File: src/rtl/mandelbrot_pkg.sv
// Shared constants and types for the mandelbrot rendering pipeline.
package mandelbrot_pkg;

   // Default frame geometry and engine count.
   localparam int NUM_ENGINES = 6;
   localparam int DATA_WIDTH  = 32;
   localparam int X_SIZE      = 640;
   localparam int Y_SIZE      = 480;

   // Frame scheduler phases.
   typedef enum logic [1:0] {
      IDLE     = 2'd0,
      DISPATCH = 2'd1,
      DRAIN    = 2'd2,
      DONE     = 2'd3
   } sched_state_t;

   // Width of an index into n engines; never collapses to zero bits.
   function automatic int ptr_width(input int n);
      return (n > 1) ? $clog2(n) : 1;
   endfunction

endpackage

File: src/rtl/engine_scheduler_if.sv
// Scheduler-facing bundle: frame request, per-engine status, dispatch and
// frame progress. master = scheduler side, slave = host/engine side.
interface engine_scheduler_if #(
   parameter int NUM_ENGINES = mandelbrot_pkg::NUM_ENGINES,
   parameter int DATA_WIDTH  = mandelbrot_pkg::DATA_WIDTH
);

   localparam int OUT_W = $clog2(NUM_ENGINES + 1);

   logic                   start;
   logic [NUM_ENGINES-1:0] eng_idle;
   logic [NUM_ENGINES-1:0] queue_full;
   logic [NUM_ENGINES-1:0] eng_done;
   logic [NUM_ENGINES-1:0] eng_start;
   logic [DATA_WIDTH-1:0]  px_x;
   logic [DATA_WIDTH-1:0]  px_y;
   logic                   busy;
   logic                   frame_done;
   logic [OUT_W-1:0]       outstanding;

   modport master (
      input  start, eng_idle, queue_full, eng_done,
      output eng_start, px_x, px_y, busy, frame_done, outstanding
   );

   modport slave (
      output start, eng_idle, queue_full, eng_done,
      input  eng_start, px_x, px_y, busy, frame_done, outstanding
   );

endinterface

File: src/rtl/rr_arbiter.sv
// Combinational round-robin arbiter: the search begins at ptr_i and wraps,
// the first requester found wins. Grant is one-hot, valid_o flags any grant.
module rr_arbiter #(
   parameter int N     = 2,
   parameter int PTR_W = 1
) (
   input  logic [N-1:0]     req_i,
   input  logic [PTR_W-1:0] ptr_i,
   output logic [N-1:0]     grant_o,
   output logic             valid_o
);

   logic [2*N-1:0] req_dbl;
   logic [2*N-1:0] gnt_dbl;
   logic [N-1:0]   req_rot;
   logic [N-1:0]   gnt_rot;

   // Rotate so ptr_i sits at bit 0, pick the lowest set bit, rotate back.
   always_comb begin
      // NOTE: every variable written here gets a default first, so no path
      // leaves one unassigned and no latch is inferred.
      req_dbl = {req_i, req_i} >> ptr_i;
      req_rot = req_dbl[N-1:0];
      gnt_rot = '0;
      valid_o = 1'b0;
      for (int k = 0; k < N; k++) begin
         if (req_rot[k] && !valid_o) begin
            gnt_rot[k] = 1'b1;
            valid_o    = 1'b1;
         end
      end
      gnt_dbl = {gnt_rot, gnt_rot} << ptr_i;
      grant_o = gnt_dbl[2*N-1:N];
   end

endmodule

File: src/rtl/engine_scheduler.sv
// Frame scheduler: walks the pixel raster and hands one pixel per cycle to
// an eligible engine in round-robin order, tracks in-flight pixels per
// engine and reports frame completion once every dispatched pixel retired.
module engine_scheduler #(
   parameter int NUM_ENGINES = mandelbrot_pkg::NUM_ENGINES,
   parameter int DATA_WIDTH  = mandelbrot_pkg::DATA_WIDTH,
   parameter int X_SIZE      = mandelbrot_pkg::X_SIZE,
   parameter int Y_SIZE      = mandelbrot_pkg::Y_SIZE
) (
   input logic                clk,
   input logic                reset,
   engine_scheduler_if.master bus
);

   localparam int PTR_W = mandelbrot_pkg::ptr_width(NUM_ENGINES);
   localparam int CNT_W = $clog2(NUM_ENGINES + 1);

   localparam logic [DATA_WIDTH-1:0] X_LAST = DATA_WIDTH'(X_SIZE - 1);
   localparam logic [DATA_WIDTH-1:0] Y_LAST = DATA_WIDTH'(Y_SIZE - 1);
   localparam logic [PTR_W-1:0]      P_LAST = PTR_W'(NUM_ENGINES - 1);

   mandelbrot_pkg::sched_state_t state_q, state_d;

   logic [DATA_WIDTH-1:0]  px_x_q, px_x_d;       // next pixel to hand out
   logic [DATA_WIDTH-1:0]  px_y_q, px_y_d;
   logic [NUM_ENGINES-1:0] pending_q, pending_d; // engine holds an unretired pixel
   logic [PTR_W-1:0]       rr_ptr_q, rr_ptr_d;   // first engine of the next search
   logic [NUM_ENGINES-1:0] eng_start_q, eng_start_d;
   logic [DATA_WIDTH-1:0]  out_x_q, out_x_d;     // coordinates shown with eng_start
   logic [DATA_WIDTH-1:0]  out_y_q, out_y_d;

   logic [NUM_ENGINES-1:0] eligible;
   logic [NUM_ENGINES-1:0] request;
   logic [NUM_ENGINES-1:0] grant;
   logic                   grant_valid;
   logic [PTR_W-1:0]       grant_idx;
   logic [CNT_W-1:0]       outstanding;

   // An engine may take a pixel when it is idle, its result queue has room
   // and it is not still working on an earlier pixel of ours.
   assign eligible = bus.eng_idle & ~bus.queue_full & ~pending_q;
   assign request  = (state_q == mandelbrot_pkg::DISPATCH) ? eligible : '0;

   rr_arbiter #(
      .N     (NUM_ENGINES),
      .PTR_W (PTR_W)
   ) u_arb (
      .req_i   (request),
      .ptr_i   (rr_ptr_q),
      .grant_o (grant),
      .valid_o (grant_valid)
   );

   // Convert the one-hot grant into an engine index for the pointer update.
   always_comb begin
      grant_idx = '0;
      for (int i = 0; i < NUM_ENGINES; i++) begin
         if (grant[i]) grant_idx = PTR_W'(i);
      end
   end

   // In-flight pixel count is the population of the pending vector.
   always_comb begin
      outstanding = '0;
      for (int i = 0; i < NUM_ENGINES; i++) begin
         outstanding = outstanding + CNT_W'(pending_q[i]);
      end
   end

   // Next-state logic: frame phases, raster walk, pending bookkeeping.
   always_comb begin
      state_d     = state_q;
      px_x_d      = px_x_q;
      px_y_d      = px_y_q;
      rr_ptr_d    = rr_ptr_q;
      eng_start_d = '0;
      out_x_d     = out_x_q;
      out_y_d     = out_y_q;
      // Retirements always apply; a done on a non-pending engine clears
      // nothing. A grant below ORs in afterwards, so a same-cycle grant and
      // done on different engines both land.
      pending_d   = pending_q & ~bus.eng_done;

      unique case (state_q)
         mandelbrot_pkg::IDLE: begin
            if (bus.start) begin
               state_d = mandelbrot_pkg::DISPATCH;
               px_x_d  = '0;
               px_y_d  = '0;
            end
         end

         mandelbrot_pkg::DISPATCH: begin
            if (grant_valid) begin
               pending_d   = pending_d | grant;
               eng_start_d = grant;
               out_x_d     = px_x_q;
               out_y_d     = px_y_q;
               rr_ptr_d    = (grant_idx == P_LAST) ? '0 : grant_idx + PTR_W'(1);
               if (px_x_q == X_LAST) begin
                  px_x_d = '0;
                  if (px_y_q == Y_LAST) begin
                     // Last pixel of the frame is out; wait for retirements.
                     state_d = mandelbrot_pkg::DRAIN;
                  end else begin
                     px_y_d = px_y_q + DATA_WIDTH'(1);
                  end
               end else begin
                  px_x_d = px_x_q + DATA_WIDTH'(1);
               end
            end
         end

         mandelbrot_pkg::DRAIN: begin
            if (outstanding == '0) state_d = mandelbrot_pkg::DONE;
         end

         mandelbrot_pkg::DONE: begin
            state_d = mandelbrot_pkg::IDLE;
         end

         default: begin
            state_d = mandelbrot_pkg::IDLE;
         end
      endcase
   end

   // State registers; reset wins over every other input, even mid-frame.
   always_ff @(posedge clk) begin
      // NOTE: non-blocking assignments make every register sample the
      // pre-edge value of its neighbours, independent of statement order.
      if (reset) begin
         state_q     <= mandelbrot_pkg::IDLE;
         px_x_q      <= '0;
         px_y_q      <= '0;
         pending_q   <= '0;
         rr_ptr_q    <= '0;
         eng_start_q <= '0;
         out_x_q     <= '0;
         out_y_q     <= '0;
      end else begin
         state_q     <= state_d;
         px_x_q      <= px_x_d;
         px_y_q      <= px_y_d;
         pending_q   <= pending_d;
         rr_ptr_q    <= rr_ptr_d;
         eng_start_q <= eng_start_d;
         out_x_q     <= out_x_d;
         out_y_q     <= out_y_d;
      end
   end

   assign bus.eng_start   = eng_start_q;
   assign bus.px_x        = out_x_q;
   assign bus.px_y        = out_y_q;
   assign bus.busy        = (state_q == mandelbrot_pkg::DISPATCH) ||
                            (state_q == mandelbrot_pkg::DRAIN);
   assign bus.frame_done  = (state_q == mandelbrot_pkg::DONE);
   assign bus.outstanding = outstanding;

endmodule

File: src/flat_wrapper.sv
// flat-port wrapper written by rule: the top's interface ports become plain ports
module engine_scheduler_flat 
#(
   parameter int NUM_ENGINES = mandelbrot_pkg::NUM_ENGINES,
   parameter int DATA_WIDTH  = mandelbrot_pkg::DATA_WIDTH,
   parameter int X_SIZE      = mandelbrot_pkg::X_SIZE,
   parameter int Y_SIZE      = mandelbrot_pkg::Y_SIZE
)
  (clk, reset, bus_start, bus_eng_idle, bus_queue_full, bus_eng_done, bus_eng_start, bus_px_x, bus_px_y, bus_busy, bus_frame_done, bus_outstanding);
  engine_scheduler_if #(.NUM_ENGINES(NUM_ENGINES), .DATA_WIDTH(DATA_WIDTH)) bus_i ();
  input logic clk;
  input logic reset;
  input wire logic [$bits(bus_i.start)-1:0] bus_start;
  input wire logic [$bits(bus_i.eng_idle)-1:0] bus_eng_idle;
  input wire logic [$bits(bus_i.queue_full)-1:0] bus_queue_full;
  input wire logic [$bits(bus_i.eng_done)-1:0] bus_eng_done;
  output wire logic [$bits(bus_i.eng_start)-1:0] bus_eng_start;
  output wire logic [$bits(bus_i.px_x)-1:0] bus_px_x;
  output wire logic [$bits(bus_i.px_y)-1:0] bus_px_y;
  output wire logic [$bits(bus_i.busy)-1:0] bus_busy;
  output wire logic [$bits(bus_i.frame_done)-1:0] bus_frame_done;
  output wire logic [$bits(bus_i.outstanding)-1:0] bus_outstanding;
  assign bus_i.start = bus_start;
  assign bus_i.eng_idle = bus_eng_idle;
  assign bus_i.queue_full = bus_queue_full;
  assign bus_i.eng_done = bus_eng_done;
  assign bus_eng_start = bus_i.eng_start;
  assign bus_px_x = bus_i.px_x;
  assign bus_px_y = bus_i.px_y;
  assign bus_busy = bus_i.busy;
  assign bus_frame_done = bus_i.frame_done;
  assign bus_outstanding = bus_i.outstanding;
  engine_scheduler #(.NUM_ENGINES(NUM_ENGINES), .DATA_WIDTH(DATA_WIDTH), .X_SIZE(X_SIZE), .Y_SIZE(Y_SIZE)) u_core (.clk(clk), .reset(reset), .bus(bus_i));
endmodule
File: config.mk
export PLATFORM = sky130hd
export DESIGN_NAME = engine_scheduler_flat
export DESIGN_NICKNAME = d
export VERILOG_FILES = /design/src/rtl/mandelbrot_pkg.sv /design/src/rtl/engine_scheduler_if.sv /design/src/rtl/rr_arbiter.sv /design/src/rtl/engine_scheduler.sv /design/src/flat_wrapper.sv
export SDC_FILE = /design/constraint.sdc
export NUM_CORES = 1
export LEC_CHECK = 0
export BUFFER_PORTS_ARGS = -buffer_cell sky130_fd_sc_hd__buf_4
export CORE_MARGIN = 2
export CORE_UTILIZATION = 50
export CTS_BUF_LIST = sky130_fd_sc_hd__clkbuf_4
export DETAILED_ROUTE_END_ITERATION = 10
export GPL_ROUTABILITY_DRIVEN = 0
export PLACE_DENSITY = 0.82
export SLEW_MARGIN = 20
export SYNTH_ARGS = -nofsm -noshare
export SYNTH_HDL_FRONTEND = slang
export SYNTH_HIERARCHICAL = 1
export SYNTH_SLANG_ARGS = --single-unit
File: constraint.sdc
create_clock -name clk -period 3.8 [get_ports clk]
set_input_delay 0.38 -clock clk [delete_from_list [all_inputs] [get_ports clk]]
set_output_delay 0.38 -clock clk [all_outputs]
set_load 0.02 [all_outputs]
==> results.yml, run 1 <==
status:
  outcome: "completed"
yosys:
  syn_avg_cell_area_sq_um: 8.15
  synth_area_sq_um: 7100
  synth_cell_types: 81
  async_reset_ff_share_pct: 0
  synth.area.top_cells: "dfxtp_1, nand2_1, a21oi_1"
  ys_warn_count: 6
  synth_fp_nets: 903
  synth_edf_count: 0
  ys_seq_area_share_pct: 40.9
  postSynthCellCount: 871
  synth_largest_area_cell: "dfxtp_1"
  yosys.area.top_type_share_pct: 40.9
  synth_flop_cell: "dfxtp_1"
  ys_seq_elements: 145
clocking:
  cts_tree: "built"
  cts_root_buffer: "clkbuf_4"
  htreeDepth: 4
  clock_latency_ps: 560
  cts_hold_buf: 0
  cts.sinks: 145
  cts_buffers: 17
  clock_path_buffers: 2
  clk_pin_slew_ps: 130
grt:
  grt_pass1_vias: 6040
  grt_max_degree: 86
  grt_pass1_wl_mm: 28.9
  antenna_found_initial: 0
  overflow: 0
  grtUsageTotal_pct: 23.6
die:
  num_rows: 43
  core_sq_um: 13900
  pin_count: 96
  dieArea_sq_um: 15200
  start_util_pct: 51.1
  dieHeight_um: 123
  die_w_um: 123
timing:
  maxSlewViolCount: 0
  period_share_pct: 93.4
  setup_viol: 0
  worstMarginPinSlew_ps: 855
  clock.fmax_ghz: 0.282
  rsz0062_at_grt: "false"
  tns_ps: 0
  min_period_ps: 3550
  slew_headroom_pct: 43.0
  fin_skew_ps: 17.5
  hold_viol: 0
placement:
  dp.cells: 1114
  hpwl_mm: 12.3
  port_buffers: 95
worst_setup_path:
  path_max_fanout: 15
  reg2reg_to: "u_core/px_y_q[10]"
  reg2reg_depth: 14
  worstPathArrival_ps: 4010
  endpoint_kind: "register"
  worst_ep_required_time_ps: 4260
  r2r_slack_ps: 250
  critPathLaunchType: "register"
  criticalPathCategory: "reg -> reg"
  reg2reg_from: "u_core/state_q[1]"
power:
  cellPowerDensity_nw_per_um2: 431
  p_leak_nw: 3.06
  p_int_mw: 2.33
  swShare_pct: 35.3
  power_frac_comb_pct: 27.2
  switchingPower_mw: 1.27
  sequentialPowerShare_pct: 43.8
  ir_worst_vdd_v: 0.000215
  clkPwrFrac_pct: 29.0
drt:
  drc: 0
  first_iter_violations: 580
  drt_first_pass_iters: 5
  vias: 6651
  wl_per_cell_um: 15.5
  postRouteAntennaNets: 0
  via_per_inst: 5.80
  routed_wl_mm: 17.7
hold_path:
  worstHoldPathCells: 3
  hp-class: "in -> reg"
  holdCritStartpoint: "bus_eng_done[0]"
  hold-path-endpoint: "u_core/pending_q[0]"
finish:
  drive_above_1_share_pct: 19.9
  instances_no_fill: 1146
  nFillCells: 1259
  syn2layout_area_growth_pct: 17.7
  final_nets: 985
  insertedDiodeCount: 0
flow_run:
  cap_violations: 0
## power by group through the flow
| stage | combinational [mW] | sequential, mW | clock (mW) |
|---|---|---|---|
| final | 0.978 | 1.58 | 1.04 |
| after global routing | 1.06 | 1.58 | 1.13 |
| after CTS | 0.946 | 1.57 | 1.07 |
| after detailed placement | 0.940 | 1.61 | 0 |
| after global placement | 0.932 | 1.61 | 0 |
| after floorplan | 0.682 | 1.59 | 0 |
## final cells by class
class	count	area, sq um	share of cell area [%]
multi-input cells	648	3960	47.4
inverters	25	93.8	1.12
well taps	180	225	2.70
flip-flops and latches	145	2900	34.8
clock buffers	19	143	1.71
clock inverters	13	161	1.93
repair buffers	116	871	10.4
## worst max path at each step
stage / startpoint / to / slack, ps / depth (start not counted)
floorplan: u_core/state_q[1] / u_core/px_y_q[10] / 50 / 16
global placement: u_core/state_q[1] / u_core/px_y_q[10] / 330 / 14
detailed placement: u_core/state_q[1] / u_core/px_x_q[31] / 140 / 14
CTS: u_core/state_q[1] / u_core/px_x_q[31] / 100 / 14
global route: u_core/state_q[1] / u_core/px_x_q[31] / 20 / 14
finish: u_core/state_q[1] / u_core/px_y_q[10] / 250 / 14
## placed cells by master, fill, tap and decap left out, types with 5 or more instances in the layout
cell      instances
and3_1           12
ha_1              8
a21o_1            7
or3_1             5
and2_1            6
inv_1            25
nor4_1           15
buf_4           116
o31ai_1          14
nor3_1           20
nand4_1          21
dfxtp_1         145
or4_1             8
nand2_1         166
nand3_1          25
xor2_1            5
clkbuf_4         19
o21ai_0          13
o211ai_1          9
a21oi_1          85
a31oi_1          11
mux2i_1          13
xnor2_1          27
nor2_1           78
## repair_timing
item,in CTS,in global routing
setup buffers,0,0
setup endpoints to repair,0,14
gates resized for setup,0,5
## cell families (layout without fill, tap and decap cells)
family	count (synthesis)	after routing	share of synthesized area [%]
multiplexers	18	18	2.68
flip-flops	145	145	40.9
adder cells (fa/ha/maj)	11	11	2.26
AND/OR/NAND/NOR	408	408	29.4
AO/OA/AOI/OAI	179	179	16.1
buffers and inverters	78	173	4.69
XOR/XNOR	32	32	3.95
## registers in the layout, summed over array words and instances, names as in the netlist
| signal | count |
|---|---|
| u_core/state_q | 2 |
| u_core/px_x_q | 32 |
| u_core/px_y_q | 32 |
| u_core/rr_ptr_q | 3 |
| u_core/bus.px_y | 32 |
| u_core/pending_q | 6 |
| u_core/bus.px_x | 32 |
| u_core/bus.eng_start | 6 |
## synthesized netlist by cell type, drive strengths merged (2+ instances only)
cell      n
inv      25
clkbuf   36
and3     13
or4       9
nand2b    4
nand2   169
buf      17
o21ai    17
a21o      7
nor2     81
a211oi    3
nor4bb    6
a31oi    11
o31ai    14
mux2i    13
nor2b     4
xor2      5
o311ai    8
fa        3
a22oi     2
and4      3
o211ai    9
dfxtp   145
mux2      5
ha        8
a221o     2
and2      7
nor4     18
nand4    25
a41oi     4
nor4b     3
or3       6
and3b     3
nand3    28
a21oi    87
nor3     23
xnor2    27
## layer usage
metal  global-route usage, %  vias to the layer above  wire (um)
met3                    4.84                       27       1110
met4                    7.39                        0        303
met1                    31.3                     3146       7830
li1                        -                     3249          -
met2                    38.7                      229       8470
met5                       0                        -          0
## critical path: stages (launching register included)
cell,delay [ps]
dfxtp_1,360
inv_1,110
ha_1,300
nor4bb_4,290
mux2i_1,190
mux2_2,330
a32oi_4,320
nor2_1,110
nand4_1,130
nor2b_2,100
nor3_2,170
and2_1,210
nand3_4,190
or4_1,510
o211a_1,140
## metrics by stage
stage	worst slack [ps]	power [mW]	utilization [%]	instance area, sq um	hold WS, ps
after floorplan	49.7	2.27	-	7160	449
after global placement	325	2.54	57.8	8020	444
after detailed placement	136	2.55	57.8	8020	448
after CTS	103	3.59	59.9	8320	79.5
after global routing	16.6	3.77	60.2	8350	88.0
final	252	3.60	60.2	8350	117
Power figures use the tool's default switching activity.
==> run 2, diff against run 1 <==
Settings changed: ABC_AREA set to 1, PLACE_DENSITY 0.82 to 0.81, SETUP_SLACK_MARGIN set to 0.02.
==> results.yml, run 2 <==
status:
  outcome: "completed"
placement:
  port_buffers: 95
  hpwl_mm: 14.3
  place_area_sq_um: 8550
  place_ws_ps: 560
worst_setup_path:
  r2r_slack_ps: 460
  critPathLaunchType: "register"
  path_max_fanout: 88
  reg2reg_to: "u_core/bus.px_x[30]"
  worstPathArrival_ps: 3790
  criticalPathCategory: "reg -> reg"
  reg2reg_from: "u_core/state_q[1]"
  endpoint_kind: "register"
  worst_ep_required_time_ps: 4250
  reg2reg_depth: 17
yosys:
  synth_flop_cell: "dfxtp_1"
  syn_avg_cell_area_sq_um: 6.48
  synth_area_sq_um: 7760
  synth_edf_count: 0
  synth_cell_types: 40
  ys_seq_area_share_pct: 37.4
  synth_largest_area_cell: "dfxtp_1"
  ys_seq_elements: 145
  synth_fp_nets: 1230
  yosysMostFrequentCell: "nand2_1"
  synthTopCellsByCount: "nand2_1, nor2_1, dfxtp_1, inv_1, a21oi_1"
  async_reset_ff_share_pct: 0
  ys_warn_count: 6
  synth.area.top_cells: "dfxtp_1, nand2_1, nor2_1"
  postSynthCellCount: 1198
  yosys.area.top_type_share_pct: 37.4
finish:
  nFillCells: 1488
  seq_area_sq_um: 2900
  multi_input_area_sq_um: 4120
  final_nets: 1310
  layout_commonest_cell: "nand2_1"
  final_cell_mix: "nand2_1, nor2_1, dfxtp_1, inv_1, buf_4"
  syn2layout_area_growth_pct: 13.9
  fin_area_sq_um: 8840
  drive_above_1_share_pct: 12.8
clocking:
  htreeDepth: 4
  cts_tree: "built"
  clk_pin_slew_ps: 120
  clock_path_buffers: 2
  cts.sinks: 145
  cts_root_buffer: "clkbuf_4"
  cts_buffers: 17
  clock_latency_ps: 570
die:
  dieArea_sq_um: 16500
  pin_count: 96
  core_sq_um: 15200
  die_w_um: 129
  dieHeight_um: 129
  start_util_pct: 51.1
  num_rows: 45
grt:
  met2_usage_pct: 39.2
  grtUsageTotal_pct: 24.7
  grt_use_met1_pct: 33.9
  antenna_found_initial: 1
  overflow: 0
  grt_pass1_wl_mm: 33.2
  grt-busiest-layer: "met2"
  grt.met3_usage_pct: 5.45
  grt_max_degree: 89
  grt_pass1_vias: 7100
timing:
  holdWs_ps: 202
  hold_viol: 0
  rsz0062_at_grt: "false"
  tns_ps: 0
  period_share_pct: 87.8
  clock.fmax_ghz: 0.300
  slew_headroom_pct: 57.4
  worstMarginPinSlew_ps: 639
  fin_skew_ps: 19.9
  layout_setup_ws_ps: 463
  maxSlewViolCount: 0
  min_period_ps: 3340
  setup_viol: 0
power:
  ir_worst_vdd_v: 0.000376
  total_power_mw: 5.83
  p_leak_nw: 3.69
  cellPowerDensity_nw_per_um2: 659
drt:
  drt_first_pass_iters: 8
  first_iter_violations: 730
  wl_per_cell_um: 13.6
  postRouteAntennaNets: 0
  vias: 7975
  drc: 0
  routed_wl_mm: 20.1
  via_per_inst: 5.39
flow_run:
  cap_violations: 0
hold_path:
  worstHoldPathCells: 2
  holdCritStartpoint: "reset"
  hold-path-endpoint: "u_core/px_y_q[2]"
  hp-class: "in -> reg"
[run 2: cell types whose count changed in the layout (fill, tap and decap cells not counted), moves of 27 or more]
| cell | delta |
|---|---|
| o21ai_0 | +78 |
| nand2_1 | +130 |
| nand3_1 | +56 |
| nor2_1 | +103 |
| xnor2_1 | -27 |
| inv_1 | +102 |
[run 2: worst max-delay path by stage]
stage	from	end	slack, ps
after detailed placement	u_core/state_q[1]	u_core/px_x_q[13]	560
after global placement	u_core/state_q[1]	u_core/px_x_q[13]	710
final	u_core/state_q[1]	u_core/bus.px_x[30]	460
after floorplan	u_core/state_q[1]	u_core/px_x_q[13]	850
after global routing	u_core/state_q[1]	u_core/bus.px_x[29]	100
after CTS	u_core/pending_q[0]	bus_outstanding[1]	520
[run 2: area by class of cell]
| type | count | area share, % |
|---|---|---|
| flip-flops and latches | 145 | 32.8 |
| well taps | 188 | 2.66 |
| repair buffers | 109 | 9.56 |
| multi-input cells | 871 | 46.6 |
| clock inverters | 13 | 1.10 |
| diodes | 1 | 0.0283 |
| clock buffers | 18 | 1.53 |
| inverters | 134 | 5.72 |
[run 2: cells by family after synthesis]
group | after synthesis | synth area share, %
adders and majority gates | 11 | 2.06
buffers and inverters | 182 | 9.54
xor gates and xnor gates | 11 | 1.24
and+or+nand+nor | 646 | 36.0
AOI/OAI and AO/OA | 203 | 13.8
DFF | 145 | 37.4
[run 2: power breakdown]
part	internal, mW	switching, mW
Sequential	1.84	0.221
Clock	0.314	0.552
Combinational	0.966	1.93
Total	3.12	2.71
[run 2: per-stage QoR]
step,utilization (%),cells
final,58.2,1479
after global routing,58.2,1479
after CTS,58.2,1478
after detailed placement,56.2,1441
after global placement,56.2,1441
after floorplan,-,1198
[run 2: worst max-delay path, cell delays in order, from the launching register on]
cell      delay (ps)
dfxtp_1          370
inv_1            100
ha_1             290
nand2_1           90
nor3_1            50
nand2_1           90
nand3_1           80
nand2_1          120
nand2_1           70
nand2_2          160
nand3_4          110
nor2_4           110
nand3b_1         100
nand2_1          300
clkinv_2         440
buf_12           340
o21ai_0          240
a21oi_1           60
[run 2: layer usage]
layer  vias to the layer above  wire length [um]
li1                       4038                 -
met1                      3608              9420
met2                       291              8900
met3                        38              1420
met4                         0               338
met5                         -                 0
[run 2: timing repair]
item                      in CTS  in global routing
hold endpoints to repair       6                  0
setup buffers                  0                  0
resized for setup              0                  0
hold buffers                   6                  0
==> run 3, diff against run 2 <==
Settings changed: ABC_AREA 1 to not set, PLACE_DENSITY 0.81 to 0.82.
==> results.yml, run 3 (synthesis results as in run 1) <==
status:
  outcome: "completed"
worst_setup_path:
  worstPathArrival_ps: 4040
  worst-path-buf-inv: 2
  slowest_delay_ps: 560
  path_max_fanout: 11
  reg2reg_depth: 13
  crit_cells: 13
  critPathLaunchType: "register"
  criticalPathCategory: "reg -> reg"
  crit_chain: "inv_1 -> ha_2 -> nor4bb_4 -> mux2i_1 -> mux2_2 -> a32oi_4 -> nor2_1 -> nand4_1 -> buf_4 -> nand2_2 -> or3_1 -> or4_1 -> nand3_1"
  r2r_slack_ps: 270
  crit_family: "simple AND/OR/NAND/NOR gates"
  endpoint_kind: "register"
  reg2reg_to: "u_core/px_y_q[31]"
  worst_ep_required_time_ps: 4310
  reg2reg_from: "u_core/state_q[1]"
  cpMaxStageDelayCell: "or4_1"
power:
  sequentialPowerShare_pct: 43.8
  p_int_mw: 2.33
  total_power_mw: 3.60
  p_leak_nw: 3.05
  power_frac_comb_pct: 27.1
  switchingPower_mw: 1.27
  ir_worst_vdd_v: 0.000229
  swShare_pct: 35.3
  cellPowerDensity_nw_per_um2: 431
  clkPwrFrac_pct: 29.1
clocking:
  cts_root_buffer: "clkbuf_4"
  cts_buffers: 17
  cts.sinks: 145
  htreeDepth: 4
  clock_path_buffers: 2
  clock_latency_ps: 560
  postCtsSetupRepairBufs: 0
  clk_pin_slew_ps: 130
  cts_tree: "built"
die:
  dieHeight_um: 123
  core_sq_um: 13900
  start_util_pct: 51.1
  pin_count: 96
  num_rows: 43
  dieArea_sq_um: 15200
  die_w_um: 123
drt:
  via_per_inst: 5.83
  vias: 6678
  first_iter_violations: 537
  drc: 0
  drt_first_pass_iters: 5
  wl_per_cell_um: 15.5
  postRouteAntennaNets: 0
  routed_wl_mm: 17.7
timing:
  hold_viol: 0
  clock.fmax_ghz: 0.284
  maxSlewViolCount: 0
  min_period_ps: 3530
  fin_skew_ps: 17.2
  period_share_pct: 92.8
  slew_headroom_pct: 43.0
  setup_viol: 0
  tns_ps: 0
  worstMarginPinSlew_ps: 855
  rsz0062_at_grt: "false"
hold_path:
  worstHoldPathCells: 3
  hp-class: "in -> reg"
  holdCritStartpoint: "bus_eng_done[0]"
  hold-path-endpoint: "u_core/pending_q[0]"
finish:
  final_nets: 985
  syn2layout_area_growth_pct: 17.6
  drive_above_1_share_pct: 19.9
  utilization_pct: 60.2
  insertedDiodeCount: 0
  final_cell_mix: "nand2_1, dfxtp_1, buf_4, a21oi_1, nor2_1"
  layout_commonest_cell: "nand2_1"
grt:
  grt_pass1_wl_mm: 28.9
  grt_use_met1_pct: 31.3
  grtUsageTotal_pct: 23.6
  grt.met3_usage_pct: 4.84
  antenna_found_initial: 0
  grt-busiest-layer: "met2"
  grt_max_degree: 86
  grt_pass1_vias: 6040
  met2_usage_pct: 38.7
  overflow: 0
placement:
  hpwl_mm: 12.3
  port_buffers: 95
flow_run:
  cap_violations: 0
## run 3: cell types whose count changed in the layout (fill, tap and decap cells not counted), sizes merged, moves of 15 or more
cell | previous run | this run
inv | 132 | 26
nor2 | 189 | 81
nor4 | 3 | 18
xnor2 | 0 | 27
nand3 | 86 | 28
nand2 | 303 | 169
o21ai | 97 | 17
## run 3: worst max path at each step
| stage | slack [ps] | endpoint | startpoint |
|---|---|---|---|
| CTS | 100 | u_core/px_x_q[31] | u_core/state_q[1] |
| global placement | 330 | u_core/px_y_q[10] | u_core/state_q[1] |
| detailed placement | 140 | u_core/px_x_q[31] | u_core/state_q[1] |
| global route | 50 | u_core/px_y_q[31] | u_core/state_q[1] |
| finish | 270 | u_core/px_y_q[31] | u_core/state_q[1] |
| floorplan | 50 | u_core/px_y_q[10] | u_core/state_q[1] |
## run 3: final cells by class
type                       count  area, sq um
fill                        1257         5530
inverter                      25         93.8
multi-input combinational    648         3950
clock buffer                  19          143
clock inverter                13          161
tap                          180          225
sequential                   145         2900
timing repair buffer         116          871
## run 3: what timing repair did
action / 4_1_cts / 5_1_grt
gates resized for setup: 0 / 5
setup endpoints to repair: 0 / 16
hold buffers: 0 / 0
## run 3: worst min-delay path: cells and delay by family
family / cells / cell delay [ps]
AOI/OAI and AO/OA: 1 / 160
buffers and inverters: 1 / 80
and+or+nand+nor: 1 / 30
## run 3: power by group through the flow
stage | sequential (mW) | combinational [mW] | clock, mW
after global routing | 1.58 | 1.06 | 1.13
after CTS | 1.57 | 0.946 | 1.07
after floorplan | 1.59 | 0.682 | 0
after global placement | 1.61 | 0.932 | 0
final | 1.58 | 0.976 | 1.05
after detailed placement | 1.61 | 0.940 | 0
## run 3: through the flow
step	std cells	area, sq um	hold WS [ps]	setup slack [ps]
final	1146	8350	115	273
after floorplan	871	7160	449	49.7
after global routing	1146	8350	88.0	49.3
after detailed placement	1114	8020	448	136
after global placement	1114	8020	444	325
after CTS	1146	8320	79.5	103
## run 3: per-layer routing
layer	share of wire, %	wire length (um)
met3	6.0	1070
met1	44	7870
met2	48	8490
met5	0	0
met4	1.7	308
